--- src/rtl/axis_tick_gen.sv ---
// AXI4-Stream tick source: emits cfg_beats beats tagged with their index, one every cfg_period+1 cycles.
// Optional build macro AXIS_TICK_GEN_OVERRUN_EN keeps the period free-running across stalls and adds sts_overrun.
module axis_tick_gen #(
  parameter int CNTR_WIDTH       = 32,
  parameter int BEAT_WIDTH       = 32,
  parameter int AXIS_TDATA_WIDTH = 32
) (
  input  logic                        aclk,
  input  logic                        areset,
  input  logic                        run_flag,
  input  logic                        cfg_flag,
  input  logic [CNTR_WIDTH-1:0]       cfg_period,
  input  logic [BEAT_WIDTH-1:0]       cfg_beats,
  output logic                        trg_flag,
  output logic [BEAT_WIDTH-1:0]       sts_data,
`ifdef AXIS_TICK_GEN_OVERRUN_EN
  output logic [BEAT_WIDTH-1:0]       sts_overrun,
`endif
  output logic [AXIS_TDATA_WIDTH-1:0] m_axis_tdata,
  output logic                        m_axis_tvalid,
  input  logic                        m_axis_tready,
  output logic                        m_axis_tlast
);

  localparam logic [1:0] S_IDLE  = 2'd0;
  localparam logic [1:0] S_WAIT  = 2'd1;
  localparam logic [1:0] S_VALID = 2'd2;

  logic [1:0]            state, state_nxt;
  logic [CNTR_WIDTH-1:0] period_reg, period_nxt;
  logic [CNTR_WIDTH-1:0] cntr, cntr_nxt;
  logic [BEAT_WIDTH-1:0] remain, remain_nxt;
  logic [BEAT_WIDTH-1:0] idx, idx_nxt;
  logic                  handshake;
  logic [AXIS_TDATA_WIDTH+BEAT_WIDTH-1:0] idx_ext;

`ifdef AXIS_TICK_GEN_OVERRUN_EN
  logic [BEAT_WIDTH-1:0] overrun_cnt, overrun_nxt;
  logic                  pend, pend_nxt;
`endif

  // Countdown start value that makes the next tick land P+1 cycles after the current edge.
  function automatic logic [CNTR_WIDTH-1:0] first_cnt(input logic [CNTR_WIDTH-1:0] p);
    return (p == '0) ? '0 : p - CNTR_WIDTH'(1);
  endfunction

  assign handshake = m_axis_tvalid & m_axis_tready;
  assign sts_data  = remain;
  assign idx_ext   = {{AXIS_TDATA_WIDTH{1'b0}}, idx_nxt};

  always_comb begin
    // NOTE: every variable gets a default before the case so no latch is inferred.
    state_nxt  = state;
    period_nxt = period_reg;
    cntr_nxt   = cntr;
    remain_nxt = remain;
    idx_nxt    = idx;
`ifdef AXIS_TICK_GEN_OVERRUN_EN
    overrun_nxt = overrun_cnt;
    pend_nxt    = pend;
`endif
    case (state)
      S_IDLE, S_WAIT: begin
        if (cfg_flag) begin
          period_nxt = cfg_period;
          remain_nxt = cfg_beats;
          idx_nxt    = '0;
`ifdef AXIS_TICK_GEN_OVERRUN_EN
          overrun_nxt = '0;
          pend_nxt    = 1'b0;
`endif
          if (cfg_beats == '0) begin
            state_nxt = S_IDLE;
          end else if (cfg_period == '0 && run_flag) begin
            state_nxt = S_VALID;
            cntr_nxt  = '0;
          end else begin
            state_nxt = S_WAIT;
            cntr_nxt  = first_cnt(cfg_period);
          end
        end else if (state == S_WAIT && run_flag) begin
          if (cntr == '0) begin
            state_nxt = S_VALID;
            cntr_nxt  = period_reg;
          end else begin
            cntr_nxt = cntr - CNTR_WIDTH'(1);
          end
        end
      end
      S_VALID: begin
`ifdef AXIS_TICK_GEN_OVERRUN_EN
        // The period keeps running while the beat waits; a tick on the accepting edge is not an overrun.
        if (run_flag) begin
          if (cntr == '0) begin
            cntr_nxt = period_reg;
            pend_nxt = 1'b1;
            if (!handshake && overrun_cnt != '1)
              overrun_nxt = overrun_cnt + BEAT_WIDTH'(1);
          end else begin
            cntr_nxt = cntr - CNTR_WIDTH'(1);
          end
        end
`endif
        if (handshake) begin
          remain_nxt = remain - BEAT_WIDTH'(1);
          idx_nxt    = idx + BEAT_WIDTH'(1);
          if (remain == BEAT_WIDTH'(1)) begin
            state_nxt = S_IDLE;
`ifdef AXIS_TICK_GEN_OVERRUN_EN
            pend_nxt  = 1'b0;
          end else if (pend || (run_flag && cntr == '0)) begin
            state_nxt = S_VALID;
            pend_nxt  = 1'b0;
          end else begin
            state_nxt = S_WAIT;
          end
`else
          end else if (period_reg == '0 && run_flag) begin
            state_nxt = S_VALID;
          end else begin
            state_nxt = S_WAIT;
            cntr_nxt  = first_cnt(period_reg);
          end
`endif
        end
      end
      default: state_nxt = S_IDLE;
    endcase
  end

  always_ff @(posedge aclk) begin
    // NOTE: non-blocking assignments so every register samples the pre-edge values.
    if (areset) begin
      state         <= S_IDLE;
      period_reg    <= '0;
      cntr          <= '0;
      remain        <= '0;
      idx           <= '0;
      m_axis_tvalid <= 1'b0;
      m_axis_tlast  <= 1'b0;
      m_axis_tdata  <= '0;
      trg_flag      <= 1'b0;
`ifdef AXIS_TICK_GEN_OVERRUN_EN
      overrun_cnt   <= '0;
      pend          <= 1'b0;
`endif
    end else begin
      state         <= state_nxt;
      period_reg    <= period_nxt;
      cntr          <= cntr_nxt;
      remain        <= remain_nxt;
      idx           <= idx_nxt;
      m_axis_tvalid <= (state_nxt == S_VALID);
      m_axis_tlast  <= (state_nxt == S_VALID) && (remain_nxt == BEAT_WIDTH'(1));
      m_axis_tdata  <= idx_ext[AXIS_TDATA_WIDTH-1:0];
      trg_flag      <= (state_nxt != S_IDLE);
`ifdef AXIS_TICK_GEN_OVERRUN_EN
      overrun_cnt   <= overrun_nxt;
      pend          <= pend_nxt;
`endif
    end
  end

`ifdef AXIS_TICK_GEN_OVERRUN_EN
  assign sts_overrun = overrun_cnt;
`endif

endmodule

--- config.mk ---
export PLATFORM = sky130hd
export DESIGN_NAME = axis_tick_gen
export DESIGN_NICKNAME = d
export VERILOG_FILES = /design/src/rtl/axis_tick_gen.sv
export SDC_FILE = /design/constraint.sdc
export NUM_CORES = 1
export LEC_CHECK = 0
export CORE_UTILIZATION = 59
export CTS_CLUSTER_DIAMETER = 40
export DETAILED_ROUTE_END_ITERATION = 16
export GPL_TIMING_DRIVEN = 0
export PLACE_DENSITY = 0.87
export SKIP_CTS_REPAIR_TIMING = 1
export SLEW_MARGIN = 20
export SYNTH_ARGS = -nofsm -noshare
export SYNTH_HDL_FRONTEND = slang
export SYNTH_SLANG_ARGS = --single-unit
--- constraint.sdc ---
create_clock -name aclk -period 5.6 [get_ports aclk]
set_clock_uncertainty 0.2 [all_clocks]
set_input_delay 1.4 -clock aclk [delete_from_list [all_inputs] [get_ports aclk]]
set_output_delay 1.4 -clock aclk [all_outputs]
set_load 0.02 [all_outputs]
# Word level (Yosys, flattened, before mapping)
# Cells that the tools add are included.
[totals]
latchBits = 0
ram_bits = 0
out_inout_bits = 67
ff_bits = 133
rom_bits = 0
n_memories = 0
inputBits = 69
[classes]
eq_ne = 11
n_reduce_logical = 15
n_lt_le_gt_ge = 0
div = 0
shifts = 0
addsub = 5
muxes = 26
mul = 0
n_bitwise = 1
[op_table]
columns = ["operator", "n"]
rows = [
  ["$mux W32", 14],
  ["$pmux W32 S2", 3],
  ["$logic_not A32 Y1", 4],
  ["$sub A32 B1 Y32 const B", 4],
  ["$eq A32 B1 Y1 const B", 2],
  ["$add A32 B1 Y32 const B", 1],
  ["$mux W2", 8],
  ["$ne A2 B2 Y1 const B", 4],
  ["$ne A3 B3 Y1 const B", 2],
  ["$reduce_and A6 Y1", 1],
  ["$eq A2 B2 Y1 const B", 2],
  ["$logic_and A1 B1 Y1", 4],
  ["$pmux W2 S2", 1],
  ["$reduce_bool A2 Y1", 2],
  ["$reduce_and A3 Y1", 1],
  ["$eq A2 B1 Y1 const B", 1],
  ["$logic_not A2 Y1", 1],
  ["$reduce_and A2 Y1", 1],
  ["$reduce_or A2 Y1", 1],
  ["$and A1 B1 Y1", 1],
]

# Depth between registers and ports, before layout
# Gate-level depths: netlist of run 1.
[depth]
ltp_word = 8
ltp_mapped = 12
depth_no_buf = 9

# Worst setup path after synthesis of run 1
# Ideal clock, no wire load.
[synth_timing]
path_type = "input-to-reg"
startpoint = "input port cfg_period[9]"
endpoint = "register cntr[23]"
required_time_ns = 5.267
slack_ns = 1.665
setup_time_ns = 0.133
arrival_time_ns = 3.602
stages = 8
path_cell_list = "or4_4 > or4b_1 > o41a_1 > and2_1 > clkbuf_1 > buf_2 > a22oi_1 > a311oi_1"
[synth_between]
elab_chain_cells = 6
elab_cells_between_ends = 8
cone_classes = "add/sub (1); mux (5); reduce/logical (2)"
[synth_lines]
columns = ["element", "line", "rtl"]
rows = [
  ["start, declared", "12", "input logic [CNTR_WIDTH-1:0] cfg_period,"],
  ["$sub A32 B1 Y32 or $logic_not A32 Y1 (tied branches)", "44, 74", ""],
  ["$mux W32 or $logic_and A1 B1 Y1 (tied branches)", "44, 74", ""],
  ["$mux W32 (*)", "74", "end else if (cfg_period == '0 && run_flag) begin"],
  ["$mux W32 (*)", "72", "if (cfg_beats == '0) begin"],
  ["$mux W32 (*)", "64", "if (cfg_flag) begin"],
  ["$pmux W32 S2 (*)", "62", "case (state)"],
  ["end signal, assigned", "150", "cntr <= cntr_nxt;"],
  ["end, declared", "31", "logic [CNTR_WIDTH-1:0] cntr, cntr_nxt;"],
]
# Every way passes the cells marked *; elsewhere a longest branch is shown, timed or not. The select of a mux whose other input is x is not followed.
# A chain may end at the register's enable or synchronous reset.

# Worst setup path after layout of run 1
[layout_timing]
startpoint = "input port m_axis_tready"
endpoint = "register m_axis_tlast"
[layout_between]
elab_chain_cells = 5
elab_cells_between_ends = 8
cone_classes = "eq/ne (2); mux (4); bitwise (1); reduce/logical (1)"
[layout_lines]
columns = ["element", "line", "rtl"]
rows = [
  ["start, declared", "21", "input logic m_axis_tready,"],
  ["$and A1 B1 Y1 (*)", "47", "assign handshake = m_axis_tvalid & m_axis_tready;"],
  ["$mux W32 or $mux W2 (tied branches)", "104", "if (handshake) begin"],
  ["$pmux W32 S2 or $pmux W2 S2 (tied branches)", "62", ""],
  ["$eq A32 B1 Y1 or $eq A2 B2 Y1 (tied branches)", "154", "m_axis_tlast <= (state_nxt == S_VALID) && (remain_nxt == BEAT_WIDTH'(1));"],
  ["$logic_and A1 B1 Y1 (*)", "154", ""],
  ["end signal, assigned", "154", ""],
  ["end, declared", "22", "output logic m_axis_tlast"],
]
# Every way passes the cells marked *; elsewhere a longest branch is shown, timed or not.

==> results.txt, run 1 <==
- The flow ran to the end, and the final reports show no timing, DRC or antenna violations.
* Hold Crit Depth: 2
- Antenna violations before repair: 0
* EDFF count, synth: 0
- In this run the horizontal extent of the chip is 123 µm.
- Based on the critical path, the design can be clocked at up to 210 MHz.
* Flip-flop and latch count after synthesis: 133
- The floorplan has 43 rows.
- Met2 GRT Util: 0.620
* Placer's final routability congestion estimate: 0.992
* Source of the worst register-to-register timing path: sts_data[0]
* Clock tree root driver cell: sky130_fd_sc_hd__clkbuf_16
- Worst-case headroom to the max-slew limit: 0.262
* CP Class: in -> reg
- Across all register-to-register paths, the minimum setup slack is 1650 ps.
- RSZ-0062 raised after global routing: no
- Total buffers and inverters traversed by the critical path: 3
- Hold Crit Class: reg -> reg
- TritonCTS built the clock tree.
* Number of clock sinks: 133
- The first global-routing pass estimated 49100 µm of wire.
* Largest net degree at the start of global routing: 17
- The worst setup path is launched from a primary input.
- Number of ports placed on the die boundary: 136
* Setup slack after layout: 846 ps
- Number of max-cap violations: 0
- Summing every instance area after synthesis gives 0.00861 mm².
- The H-tree was split into 4 levels.
* CORE AREA: 0.0140 mm²
* Synthesized area per cell: 7.54 µm²
* Warnings from Yosys: 0
- Required time worst endpoint: 5720 ps
- Starting density of the core: 0.613
- After detailed routing, the number of vias per cell comes to 6.77.
- On the critical path the largest part of the delay comes from simple AND/OR/NAND/NOR gates.
- Worst R2R End: m_axis_tlast
- Final Hold Vio Count: 0
- Post-synth net total: 1219
- The floorplan step defined a die boundary enclosing 0.0151 mm².
- Buffers placed on the I/O ports in this run total 134.
- No sink is reached through more buffers than the 2 on the longest clock path.
* Antenna diode count: 0
* Critical-path cell with the highest stage delay: sky130_fd_sc_hd__clkdlybuf4s50_1
- Max rail drop VDD: 0.227 mV
- Total power for the finished layout comes to 2.76 mW.
- After the last flow step, the layout net total stands at 1372.
* Maximum fanout encountered on the critical timing path: 10
* Share of post-route cells with drive strength above 1: 0.0535
- The final route contains 10071 vias.
- For the worst setup path, the data arrival time is 4870 ps.
- The analysis attributes to cell leakage a power of 3.84 nW.
- Most used flip-flop cell after synthesis: sky130_fd_sc_hd__dfxtp_1
- Drt initial violations: 1568
- Area grow syn2layout: 24.8%
- Share of the clock period used by the worst path after layout: 0.849
- Logic depth of the worst register-to-register path: 10
* Proportion of synthesized chip area in sequential cells: 0.309
- Post-DP HPWL: 23100 µm
- Walking the worst path, the cells encountered are clkdlybuf4s50_1 > and4b_1 > clkbuf_1 > and2_1 > clkbuf_1 > o31ai_1 > or4_1 > nor4_1 > nand4_1 > nor4_2.
- Clock-pin slew was measured on the worst setup and hold paths at 60 ps.
- The largest single stage delay on the critical path is 570 ps.
* Number of global-route vias before repair: 9224
* Slew of the pin with the lowest slew margin: 1100 ps
- The pre-antenna-repair detailed-routing pass consisted of 6 iterations.
- Met3 usage: 0.124
- Busiest layer in global routing: met2
* Min-Delay Endpoint: idx[22]
- The clock reaches the later pin of the worst-skew pair after 430 ps.
- For this run, global-route usage on met1 was measured as 0.586.
* Fin crit period: 4750 ps
* Number of fillers in the final layout: 1107
* Antenna-violating nets left: 0
- Residual DRC count: 0
- At the placement stage, the worst setup path has a slack of 582 ps.
- The max-slew violation total from the final report was 0.
- Synth unique cells: 73
- Gr usage total: 0.426
* Async set or reset register ratio after synthesis: 0
- After detailed routing, the average wire length per cell comes to 21.2 µm.
* Cell repeated most along the worst path: sky130_fd_sc_hd__clkbuf_1
- Summed over all failing endpoints, the final setup total negative slack is 0 ps.
- Synth Instances: 1142
* Category of the worst setup path capture point: flip-flop
- Post-Route WL: 31600 µm
* GRT overflow: 0
* Total setup violations reported at the end of the flow: 0
- Pwr Density: 257 mW/mm²
- The number of clock buffers added by TritonCTS is 17.
- Hold wc startpoint: idx[22]
- The die is 123 µm tall.
power breakdown:
group | internal, mW | switching (mW)
combinational | 0.235 | 0.340
clock | 0.655 | 0.459
sequential | 0.997 | 0.0726
cell type report:
class | count | area [µm²] | share of cell area
Sequential cell | 133 | 2660 | 0.248
Tap cell | 180 | 225 | 0.0210
Clock buffer | 20 | 437 | 0.0406
Timing Repair Buffer | 134 | 1340 | 0.125
Inverter | 19 | 71.3 | 0.00663
Buffer | 76 | 319 | 0.0297
Clock inverter | 12 | 131 | 0.0122
Multi-Input combinational cell | 914 | 5560 | 0.517
placed cells by master (no fill, tap or decap), types with 4 or more instances in the layout:
cell and instances:
sky130_fd_sc_hd__or2_2 12, sky130_fd_sc_hd__clkbuf_16 17, sky130_fd_sc_hd__ha_1 8, sky130_fd_sc_hd__nand2b_1 4
sky130_fd_sc_hd__a211oi_1 8, sky130_fd_sc_hd__nand4_1 29, sky130_fd_sc_hd__inv_1 19, sky130_fd_sc_hd__o21ai_0 15
sky130_fd_sc_hd__xor2_1 59, sky130_fd_sc_hd__a31oi_1 10, sky130_fd_sc_hd__nand3b_1 4, sky130_fd_sc_hd__nand3_1 36
sky130_fd_sc_hd__dfxtp_1 133, sky130_fd_sc_hd__buf_2 12, sky130_fd_sc_hd__nor2_1 134, sky130_fd_sc_hd__xnor2_1 40
sky130_fd_sc_hd__and3_1 11, sky130_fd_sc_hd__a221oi_1 7, sky130_fd_sc_hd__o22ai_1 5, sky130_fd_sc_hd__and2_1 5
sky130_fd_sc_hd__a311oi_1 27, sky130_fd_sc_hd__or4_1 24, sky130_fd_sc_hd__or3_1 24, sky130_fd_sc_hd__o31ai_1 10
sky130_fd_sc_hd__a22oi_1 20, sky130_fd_sc_hd__nor3_1 47, sky130_fd_sc_hd__o211ai_1 29, sky130_fd_sc_hd__a21oi_1 74
sky130_fd_sc_hd__clkbuf_1 57, sky130_fd_sc_hd__buf_1 7, sky130_fd_sc_hd__nand4b_1 5, sky130_fd_sc_hd__nand2_1 142
sky130_fd_sc_hd__nor4_1 43, sky130_fd_sc_hd__nor3b_1 5, sky130_fd_sc_hd__nor2b_1 9, sky130_fd_sc_hd__a32o_1 5
sky130_fd_sc_hd__and4_1 6, sky130_fd_sc_hd__clkdlybuf4s50_1 134, sky130_fd_sc_hd__clkinvlp_4 4
cells in the mapped netlist (6+ instances only):
library cell / n / share of area
sky130_fd_sc_hd__a21oi_1: 74 / 0.043
sky130_fd_sc_hd__buf_1: 7 / 0.0031
sky130_fd_sc_hd__or2_2: 12 / 0.0087
sky130_fd_sc_hd__xnor2_1: 40 / 0.041
sky130_fd_sc_hd__o211ai_1: 29 / 0.025
sky130_fd_sc_hd__ha_1: 8 / 0.012
sky130_fd_sc_hd__nand2_1: 142 / 0.062
sky130_fd_sc_hd__clkbuf_1: 54 / 0.024
sky130_fd_sc_hd__a211oi_1: 8 / 0.0070
sky130_fd_sc_hd__a311oi_1: 27 / 0.027
sky130_fd_sc_hd__nand4_1: 29 / 0.021
sky130_fd_sc_hd__nor3_1: 47 / 0.027
sky130_fd_sc_hd__o21ai_0: 15 / 0.0087
sky130_fd_sc_hd__nor2b_1: 9 / 0.0065
sky130_fd_sc_hd__a31oi_1: 10 / 0.0073
sky130_fd_sc_hd__xor2_1: 59 / 0.060
sky130_fd_sc_hd__o31ai_1: 10 / 0.0087
sky130_fd_sc_hd__nor2_1: 134 / 0.058
sky130_fd_sc_hd__inv_1: 19 / 0.0083
sky130_fd_sc_hd__buf_2: 12 / 0.0070
sky130_fd_sc_hd__a221oi_1: 7 / 0.0071
sky130_fd_sc_hd__and3_1: 11 / 0.0080
sky130_fd_sc_hd__dfxtp_1: 133 / 0.31
sky130_fd_sc_hd__or3_1: 24 / 0.017
sky130_fd_sc_hd__nand3_1: 36 / 0.021
sky130_fd_sc_hd__or4_1: 24 / 0.021
sky130_fd_sc_hd__nor4_1: 43 / 0.031
sky130_fd_sc_hd__a22oi_1: 20 / 0.017
sky130_fd_sc_hd__and4_1: 6 / 0.0061
metal layers:
metal / share of wire / wire, µm
met4: 0.035 / 1110
met3: 0.14 / 4420
met2: 0.42 / 13300
met5: 0 / 0
met1: 0.40 / 12700
stage by stage:
step	hold WS [ps]	area (µm²)	std cells	util
2_1_floorplan	262	8610	1142	-
3_3_place_gp	289	10200	1456	0.725
3_5_place_dp	294	10200	1456	0.725
4_1_cts	302	10700	1488	0.765
5_1_grt	336	10700	1488	0.765
6_report	308	10700	1488	0.765
kinds of logic after synthesis:
| kind of cell | Yosys count | share of synthesized area |
|---|---|---|
| adder cells (fa/ha/maj) | 8 | 0.0116 |
| multiplexers | 3 | 0.00363 |
| XOR/XNOR | 99 | 0.101 |
| buffers and inverters | 95 | 0.0453 |
| AO/OA/AOI/OAI | 243 | 0.196 |
| flip-flops | 133 | 0.309 |
| AND/OR/NAND/NOR | 561 | 0.334 |
worst max-delay path by stage:
stage / start / endpoint / depth (start not counted)
after floorplan: cfg_period[9] / cntr[23] / 8
after global placement: m_axis_tready / m_axis_tlast / 10
after detailed placement: cfg_period[9] / cntr[30] / 9
after CTS: m_axis_tready / m_axis_tlast / 10
after global routing: m_axis_tready / m_axis_tlast / 10
final: m_axis_tready / m_axis_tlast / 10
worst min-delay path, delay by kind of cell, from the launching register on:
kind	cells	cell delay, ps
flops	1	340
simple gates	1	70
compound gates	1	50
(Power assumes the default switching activity.)
==> run 2: changes to the inputs <==
--- a/config.mk
+++ b/config.mk
@@ -5,11 +5,11 @@
 export SDC_FILE = /design/constraint.sdc
 export NUM_CORES = 1
 export LEC_CHECK = 0
-export CORE_UTILIZATION = 59
+export CORE_UTILIZATION = 55
 export CTS_CLUSTER_DIAMETER = 40
 export DETAILED_ROUTE_END_ITERATION = 16
 export GPL_TIMING_DRIVEN = 0
-export PLACE_DENSITY = 0.87
+export PLACE_DENSITY = 0.81
 export SKIP_CTS_REPAIR_TIMING = 1
 export SLEW_MARGIN = 20
 export SYNTH_ARGS = -nofsm -noshare
==> constraint.sdc (replaced) <==
create_clock -name aclk -period 4.59 [get_ports aclk]
set_clock_uncertainty 0.2 [all_clocks]
set_input_delay 1.1475 -clock aclk [delete_from_list [all_inputs] [get_ports aclk]]
set_output_delay 1.1475 -clock aclk [all_outputs]
set_load 0.02 [all_outputs]
==> run 2 against run 1 <==
Combinational power increased by 21%. Count of clock-buffer cells in the layout decreased by 2. Non-clock buffer count did not move. Cell count grew 2.2%. Critical endpoint unchanged. Worst setup slack lost 720 ps. Largest cell class unchanged. Largest power group unchanged.
==> results.txt, run 2 (synthesis results as in run 1) <==
* Worst Path Arrival: 4600 ps
* Final Max Slew Viols: 0
- Hold Crit Depth: 2
* Category of the worst setup path capture point: flip-flop
* Hold wc startpoint: idx[22]
- Switching power: 1.08 mW
- FP Rows: 45
- Number of cells after detailed placement: 1487
- Required time worst endpoint: 4730 ps
- Share of the clock period used by the worst path after layout: 0.972
- Setup slack after layout: 129 ps
- Status: completed
* Largest stage delay, worst path: 600 ps
- Post-layout net count: 1372
* Number of buffers added by the clock tree synthesis step: 17
- Clock latency of the later-clocked register in the worst-skew pair: 430 ps
* Drt initial violations: 1312
- No sink is reached through more buffers than the 2 on the longest clock path.
- The number of antenna violations at the first check in global routing came to 1.
- Setup slack on the worst reg-to-reg path comes out at 770 ps.
* Slew of the pin with the lowest slew margin: 1090 ps
- Placer's final routability congestion estimate: 1.01
* Routed wirelength normalized by instance count: 21.2 µm
- Entering global routing, the biggest net connects 17 pins.
- Maximum fanout encountered on the critical timing path: 10
- Design area: 0.0108 mm²
- The endpoint identified for the worst register-to-register timing path is m_axis_tlast.
- Gr usage total: 0.402
- In the layout the commonest cells are sky130_fd_sc_hd__nand2_1 (142), sky130_fd_sc_hd__nor2_1 (134), sky130_fd_sc_hd__clkdlybuf4s50_1 (134).
- Traced cell by cell, the critical path runs through clkdlybuf4s50_1 > and4b_1 > clkbuf_1 > and2_1 > clkbuf_1 > o31ai_1 > or4_1 > nor4_1 > nand4_1 > nor4_2.
- The first global-routing pass estimated 50100 µm of wire.
* GRT overflow: 0
- In this design, the critical path's most frequently occurring cell is sky130_fd_sc_hd__clkbuf_1.
- Critical path launch point type: primary input
- The number of hold violations in the final report came to 0.
* Clock slew at the register clock pins of the worst setup and hold paths: 60 ps
- Broken down by cell family, the worst path's largest delay share belongs to simple AND/OR/NAND/NOR gates.
* Pwr Density: 313 mW/mm²
- Hold is met by 299 ps.
- CTS tree: yes
- Final core utilization: 0.708
- Post-DP HPWL: 24100 µm
- In the final layout, the share of cells above drive strength 1 is 0.0550.
- After detailed routing, the number of remaining DRC violations is 0.
- Buffers placed on the I/O ports in this run total 134.
- The internal portion of the total power is 2.31 mW.
- Across the run, the number of max-cap violations was 0.
- Final TNS setup: 0 ps
- Antenna-violating nets left: 0
* DP Area: 0.0102 mm²
- Clock tree root driver cell: sky130_fd_sc_hd__clkbuf_16
* Post-Route WL: 32300 µm
* CORE AREA: 0.0153 mm²
* Logic depth of the worst register-to-register path: 10
- Number of ports placed on the die boundary: 136
- Pre-antenna DRT Iters: 6
* Final cell count without fillers: 1520
- The worst pin sits at a relative slew slack of 0.265.
* Overall power consumption: 3.39 mW
- On the critical path, the stage with the largest delay is an instance of sky130_fd_sc_hd__clkdlybuf4s50_1.
* Most common cell after layout, fill and taps aside: sky130_fd_sc_hd__nand2_1
* Min-Delay Endpoint: idx[22]
- CP Class: in -> reg
* Fin crit period: 4460 ps
- The share of total power dissipated in sequential elements is 0.387.
* Number of fillers in the final layout: 1269
- The worst hold path belongs to the class reg -> reg.
* Net switching fraction of the power: 0.318
- Die Width: 127 µm
- The die covers 0.0162 mm².
- The share of total power dissipated in the clock network is 0.407.
- In this run the number of H-tree levels came out at 4.
- The worst register-to-register path begins at sts_data[0].
* Leakage: 3.85 nW
- The initial utilization of the core area, before any placement, comes to 0.565.
- Setup violations remaining at the end of the flow were counted as 0.
- For this block, the via count after detailed routing is 9933.
* Maximum clock rate: 224 MHz
* Number of clock sinks: 133
* Via density per instance: 6.53
- Total buffers and inverters traversed by the critical path: 3
* RSZ-0062 raised after global routing: no
- Post-placement setup slack: -156 ps
- Max rail drop VDD: 0.282 mV
* Combinational share of power: 0.206
* Area grow syn2layout: 25.4%
- From bottom edge to top edge, the die measures 127 µm.
* Number of global-route vias before repair: 9074
run 2: cell types whose count changed in the layout (fill, tap and decap cells not counted), sizes merged:
cell	previous run	this run
clkbuf	74	72
inv	20	23
diode	0	1
clkinv	5	4
run 2: worst max-delay path by stage:
| stage | start | endpoint | slack, ps | depth (start not counted) |
|---|---|---|---|---|
| floorplan | cfg_period[9] | cntr[23] | 910 | 8 |
| global placement | m_axis_tready | m_axis_tlast | -160 | 10 |
| detailed placement | cfg_period[9] | cntr[28] | -160 | 9 |
| CTS | m_axis_tready | m_axis_tlast | 270 | 10 |
| global route | m_axis_tready | m_axis_tlast | 7 | 10 |
| finish | m_axis_tready | m_axis_tlast | 130 | 10 |
run 2: metal layers:
metal	vias to the layer above	wire length (µm)	global-route usage
li1	4540	-	-
met1	4644	13800	0.567
met2	655	13400	0.575
met3	94	4160	0.126
met4	0	896	0.135
met5	-	0	0
run 2: worst register-to-register path, cell delays in order, from the launching register on:
cell and delay, ps:
sky130_fd_sc_hd__dfxtp_1 390, sky130_fd_sc_hd__inv_1 120, sky130_fd_sc_hd__ha_1 170, sky130_fd_sc_hd__nor3b_1 550
sky130_fd_sc_hd__and2_1 210, sky130_fd_sc_hd__clkbuf_1 460, sky130_fd_sc_hd__o31ai_1 160, sky130_fd_sc_hd__or4_1 580
sky130_fd_sc_hd__nor4_1 350, sky130_fd_sc_hd__nand4_1 230, sky130_fd_sc_hd__nor4_2 290
run 2: power by group through the flow:
| stage | registers, mW | logic [mW] | clock network [mW] |
|---|---|---|---|
| after detailed placement | 1.33 | 0.670 | 0 |
| final | 1.31 | 0.697 | 1.38 |
| after floorplan | 1.32 | 0.412 | 0 |
| after global placement | 1.33 | 0.664 | 0 |
| after CTS | 1.31 | 0.677 | 1.37 |
| after global routing | 1.32 | 0.745 | 1.43 |
run 2: area by class of cell:
class,count,area [µm²],area share
inverters,19,71.3,0.00660
clock inverters,14,153,0.0141
clock buffers,18,429,0.0397
flip-flops and latches,133,2660,0.246
plain buffers,76,319,0.0295
repair buffers,134,1340,0.124
diodes,1,2.50,0.000232
well taps,211,264,0.0244
multi-input cells,914,5560,0.515
